[src/rtl/booth_seq_multiplier.sv]
// booth_seq_multiplier: radix-2 Booth signed multiplier, one iteration per cycle.
// Ports: clk, rst_n (sync, active-low), start, multiplicand, multiplier
//        -> busy, done (1-cycle pulse), product (2N bits, held between results).
// Optional: define BOOTH_OVF_EN to add output ovf (product not representable
//           as an N-bit signed value), updated alongside product.
module booth_seq_multiplier #(
    parameter int N = 32
) (
    input  logic           clk,
    input  logic           rst_n,
    input  logic           start,
    input  logic [N-1:0]   multiplicand,
    input  logic [N-1:0]   multiplier,
    output logic           busy,
    output logic           done,
    output logic [2*N-1:0] product
`ifdef BOOTH_OVF_EN
    ,
    output logic           ovf
`endif
);

    typedef enum logic {IDLE, RUN} state_t;

    localparam int CW = $clog2(N + 1);
    localparam logic [N:0] ONE = (N + 1)'(1);

    state_t         state_q, state_d;
    logic [N:0]     m_q, m_d;
    logic [N:0]     a_q, a_d;
    logic [N-1:0]   qr_q, qr_d;
    logic           q1_q, q1_d;
    logic [CW-1:0]  cnt_q, cnt_d;
    logic [2*N-1:0] prod_q, prod_d;
    logic           done_q, done_d;

    logic [N:0]     sum;
    logic [N:0]     a_sh;
    logic [N-1:0]   q_sh;
    logic [2*N-1:0] full_p;
    logic           fin;

    // A is one bit wider than M so that A - (-2^(N-1)) cannot overflow.
    always_comb begin
        sum = a_q;
        unique case ({qr_q[0], q1_q})
            2'b01:   sum = a_q + m_q;
            2'b10:   sum = a_q + ~m_q + ONE;
            default: sum = a_q;
        endcase
    end

    // Arithmetic shift right of {A, Q, Q_1}.
    assign a_sh   = {sum[N], sum[N:1]};
    assign q_sh   = {sum[0], qr_q[N-1:1]};
    assign full_p = {a_sh[N-1:0], q_sh};
    assign fin    = (state_q == RUN) && (cnt_q == CW'(1));

    always_comb begin
        state_d = state_q;
        m_d     = m_q;
        a_d     = a_q;
        qr_d    = qr_q;
        q1_d    = q1_q;
        cnt_d   = cnt_q;
        prod_d  = prod_q;
        done_d  = 1'b0;
        unique case (state_q)
            IDLE: begin
                if (start) begin
                    m_d     = {multiplicand[N-1], multiplicand};
                    a_d     = '0;
                    qr_d    = multiplier;
                    q1_d    = 1'b0;
                    cnt_d   = CW'(N);
                    state_d = RUN;
                end
            end
            RUN: begin
                a_d   = a_sh;
                qr_d  = q_sh;
                q1_d  = qr_q[0];
                cnt_d = cnt_q - CW'(1);
                if (fin) begin
                    prod_d  = full_p;
                    done_d  = 1'b1;
                    state_d = IDLE;
                end
            end
        endcase
    end

    always_ff @(posedge clk) begin
        if (!rst_n) begin
            state_q <= IDLE;
            m_q     <= '0;
            a_q     <= '0;
            qr_q    <= '0;
            q1_q    <= 1'b0;
            cnt_q   <= '0;
            prod_q  <= '0;
            done_q  <= 1'b0;
        end else begin
            state_q <= state_d;
            m_q     <= m_d;
            a_q     <= a_d;
            qr_q    <= qr_d;
            q1_q    <= q1_d;
            cnt_q   <= cnt_d;
            prod_q  <= prod_d;
            done_q  <= done_d;
        end
    end

    assign busy    = (state_q == RUN);
    assign done    = done_q;
    assign product = prod_q;

`ifdef BOOTH_OVF_EN
    logic       ovf_q, ovf_d;
    logic [N:0] top;

    // Fits in N signed bits only if the upper N+1 bits are all sign copies.
    assign top = full_p[2*N-1:N-1];

    always_comb begin
        ovf_d = ovf_q;
        if (fin) ovf_d = ~((&top) | (~|top));
    end

    always_ff @(posedge clk) begin
        if (!rst_n) ovf_q <= 1'b0;
        else        ovf_q <= ovf_d;
    end

    assign ovf = ovf_q;
`endif

endmodule
[config.mk]
export PLATFORM = sky130hd
export DESIGN_NAME = booth_seq_multiplier
export DESIGN_NICKNAME = d
export VERILOG_FILES = /design/src/rtl/booth_seq_multiplier.sv
export SDC_FILE = /design/constraint.sdc
export NUM_CORES = 1
export LEC_CHECK = 0
export ABC_CLOCK_PERIOD_IN_PS = 4900
export CAP_MARGIN = 40
export CORE_ASPECT_RATIO = 1.75
export CORE_MARGIN = 5
export CORE_UTILIZATION = 30
export DETAILED_ROUTE_END_ITERATION = 12
export GPL_TIMING_DRIVEN = 0
export MAX_ROUTING_LAYER = met4
export PLACE_DENSITY = 0.57
export SLEW_MARGIN = 30
export SYNTH_ARGS = -nofsm -noshare
export SYNTH_HDL_FRONTEND = slang
export SYNTH_SLANG_ARGS = --single-unit
[constraint.sdc]
create_clock -name clk -period 4.9 [get_ports clk]
set_input_delay 0.98 -clock clk [delete_from_list [all_inputs] [get_ports clk]]
set_output_delay 0.98 -clock clk [all_outputs]
set_load 0.02 [all_outputs]
==> results.json <==
{
  "syn-num-nets": 1523,
  "min_from": "product[16]$_SDFFE_PN0P_",
  "tightest_slew_ns": 0.893,
  "tritoncts": "built",
  "postSynthCellCount": 1386,
  "finalPower_w": 0.00376,
  "dr.pass1.iters": 6,
  "cts_sinks": 169,
  "crit_start": "a_q[15]$_SDFFE_PN0P_",
  "arrival_ns": 4.12,
  "grt-ovfl-total": 0,
  "cp_cell_sequence": "ha_1, buf_2, nor4_1, and3_1, a2111oi_1, dlymetal6s2s_1, a211oi_1, nor2_1, xnor2_1, a211oi_1, o21ai_1",
  "holdBufCountCts": 0,
  "die_x_um": 153,
  "drt-total-wl_mm": 44.6,
  "placementRows": 91,
  "port_buffers": 131,
  "die-height_um": 260,
  "wire_per_inst_um": 22.1,
  "syn2layout_area_growth_pct": 23.7,
  "synth_most_common_cell": "nand2_1",
  "grt_max_degree": 20,
  "clk_latency_ns": 0.46,
  "yosys.area.top_type": "dfxtp_1",
  "finalHoldViolCount": 0,
  "fin_tns_setup_ns": 0,
  "drc_errors": 0,
  "synth_ff_type": "dfxtp_1",
  "post-place-cells": 1983,
  "track_usage_pct": 22.6,
  "critPathLaunchType": "register",
  "fillCellCount": 3749,
  "async_reset_ff_share_pct": 0,
  "cts_max_path_buffers": 2,
  "ys_ff_latch": 169,
  "r2r-start": "a_q[15]$_SDFFE_PN0P_",
  "htree_levels": 4,
  "cts_root_buf": "clkbuf_16",
  "design.portCount": 133,
  "gp_congestion": 0.973,
  "fin_util_pct": 37.5,
  "rsz0062_at_grt": "false",
  "dp_hpwl_mm": 35.1,
  "yosysTopAreaCellShare_pct": 31.7,
  "peakVddDrop_mv": 0.257,
  "cts-resized-gates": 0,
  "die-area_mm2": 0.0396,
  "synthTopCellsByCount": "nand2_1 (205), a21oi_1 (174), dfxtp_1 (169), nor2_1 (115), inv_1 (70)",
  "avgSynthCellArea_um2": 7.70,
  "postCtsSetupBuffers": 0,
  "worstSetupEndpointType": "register",
  "hold_slack_ns": 0.458,
  "synth_cell_types": 93,
  "grt_pass1_wl_mm": 66.9,
  "cellPowerDensity_mw_per_mm2": 284,
  "synth-seq-area-share_pct": 31.7,
  "synth_area_leaders": "dfxtp_1 (32%), a21oi_1 (8.2%), ha_1 (8.0%)",
  "cts_buffers": 17,
  "drv_slew": 0,
  "fin_worst_skew_ns": 0.0112,
  "maxCapViolations": 0,
  "via_per_inst": 5.49,
  "fin_nets": 1675,
  "regArea_mm2": 0.00338,
  "finalSetupViolCount": 0,
  "instances_no_fill": 2017,
  "critical_path.most_common_cell": "a211oi_1",
  "vias": 11074,
  "antenna_found_initial": 1,
  "synth_area_mm2": 0.0107,
  "maxSlewHeadroom_pct": 40.4,
  "cpPeakStageDelay_ns": 0.70,
  "path_max_fanout": 10,
  "drive_gt1_share_pct": 6.83,
  "ys_warn_count": 0,
  "layout_min_cycle_time_ns": 3.79,
  "p_leak_nw": 5.30,
  "drt_iter0_markers": 661,
  "period_share_pct": 77.4,
  "crit_slowest_cell": "nor4_1",
  "grt_pass1_vias": 11284,
  "synth_edf_count": 0,
  "fp.coreArea_mm2": 0.0352,
  "path_clk_slew_ns": 0.08,
  "ant_nets": 0,
  "multi_input_area_mm2": 0.00659,
  "status": "finished, final reports clean",
  "worstHoldPathType": "register to register",
  "required_ns": 5.23,
  "max_clock_freq_ghz": 0.264,
  "initial_core_util_pct": 30.3,
  "crit_type": "register to register"
}
==> power by group <==
| group | total (W) | internal [W] | switching, W |
|---|---|---|---|
| registers | 0.00149 | 0.00143 | 0.0000567 |
| logic | 0.000876 | 0.000318 | 0.000558 |
| clock network | 0.00139 | 0.000687 | 0.000705 |
| total | 0.00376 | 0.00244 | 0.00132 |
==> worst paths after layout <==
path                                                 end  slack (ns)  cells past startpoint
worst max-delay path                a_q[27]$_SDFFE_PN0P_        1.11                     11
worst min-delay path            product[16]$_SDFFE_PN0P_        0.46                      2
worst max register to register      a_q[27]$_SDFFE_PN0P_        1.11                     11
worst min register to register  product[16]$_SDFFE_PN0P_        0.46                      2
==> placed cells by master (no fill, tap or decap), types with 8 or more instances in the layout <==
cell,instances
nand2_1,205
a21oi_1,174
dfxtp_1,169
clkdlybuf4s50_1,131
nor2_1,113
inv_1,70
ha_1,68
clkbuf_1,64
o21ai_0,59
mux2i_1,33
nand3_1,28
nor3_1,23
a211oi_1,21
buf_2,19
clkbuf_16,17
o211a_1,16
nor2b_1,15
a21o_1,15
o21ai_1,13
nand4_1,12
o21a_1,11
nor4_1,11
and3_1,11
o221ai_1,11
o31ai_1,10
buf_1,9
nand2b_1,9
a31oi_1,9
xnor2_1,9
a221oi_1,8
==> cells by family (layout without fill, tap and decap cells) <==
| kind of cell | after synthesis | count (layout) | share of synthesized area [%] |
|---|---|---|---|
| AOI/OAI and AO/OA | 458 | 458 | 29.2 |
| xor gates and xnor gates | 15 | 15 | 1.23 |
| adders and majority gates | 70 | 70 | 8.35 |
| buffers and inverters | 176 | 341 | 6.66 |
| DFF | 169 | 169 | 31.7 |
| muxes | 33 | 33 | 3.10 |
| other | 0 | 1 | 0 |
| and+or+nand+nor | 465 | 465 | 19.7 |
==> per-layer routing <==
metal / share of wire [%] / routed length [um] / vias up / track usage, %
li1: - / - / 5270 / -
met1: 36 / 16100 / 5307 / 22.3
met2: 54 / 24100 / 369 / 42.1
met3: 3.8 / 1670 / 128 / 2.75
met4: 6.1 / 2720 / 0 / 13.4
met5: 0 / 0 / - / -
==> sequential cells by signal, summed over array words and instances (netlist names) <==
name,count
q1_q,1
qr_q,32
a_q,32
product,64
cnt_q,6
done,1
busy,1
m_q,32
==> final cells by class <==
type	instances	area share, %
multi-input cells	1041	49.9
flip-flops and latches	169	25.6
repair buffers	133	10.1
well taps	465	4.41
clock buffers	17	3.22
plain buffers	98	3.17
inverters	78	2.22
clock inverters	15	1.37
diodes	1	0.0190
==> worst max-delay path: cells and delay by family (launching register included) <==
kind,cells,cell delay (ns)
AND/OR/NAND/NOR,3,1.10
buffers and inverters,2,0.42
flip-flops,1,0.49
adder cells (fa/ha/maj),1,0.29
XOR/XNOR,1,0.14
AO/OA/AOI/OAI,4,1.21
==> per-stage QoR <==
step	setup slack [ns]	area [um^2]
2_1_floorplan	1.99	10700
3_3_place_gp	0.909	12600
3_5_place_dp	1.11	12600
4_1_cts	1.09	13200
5_1_grt	0.855	13200
6_report	1.11	13200
Power figures use the tool's default switching activity.
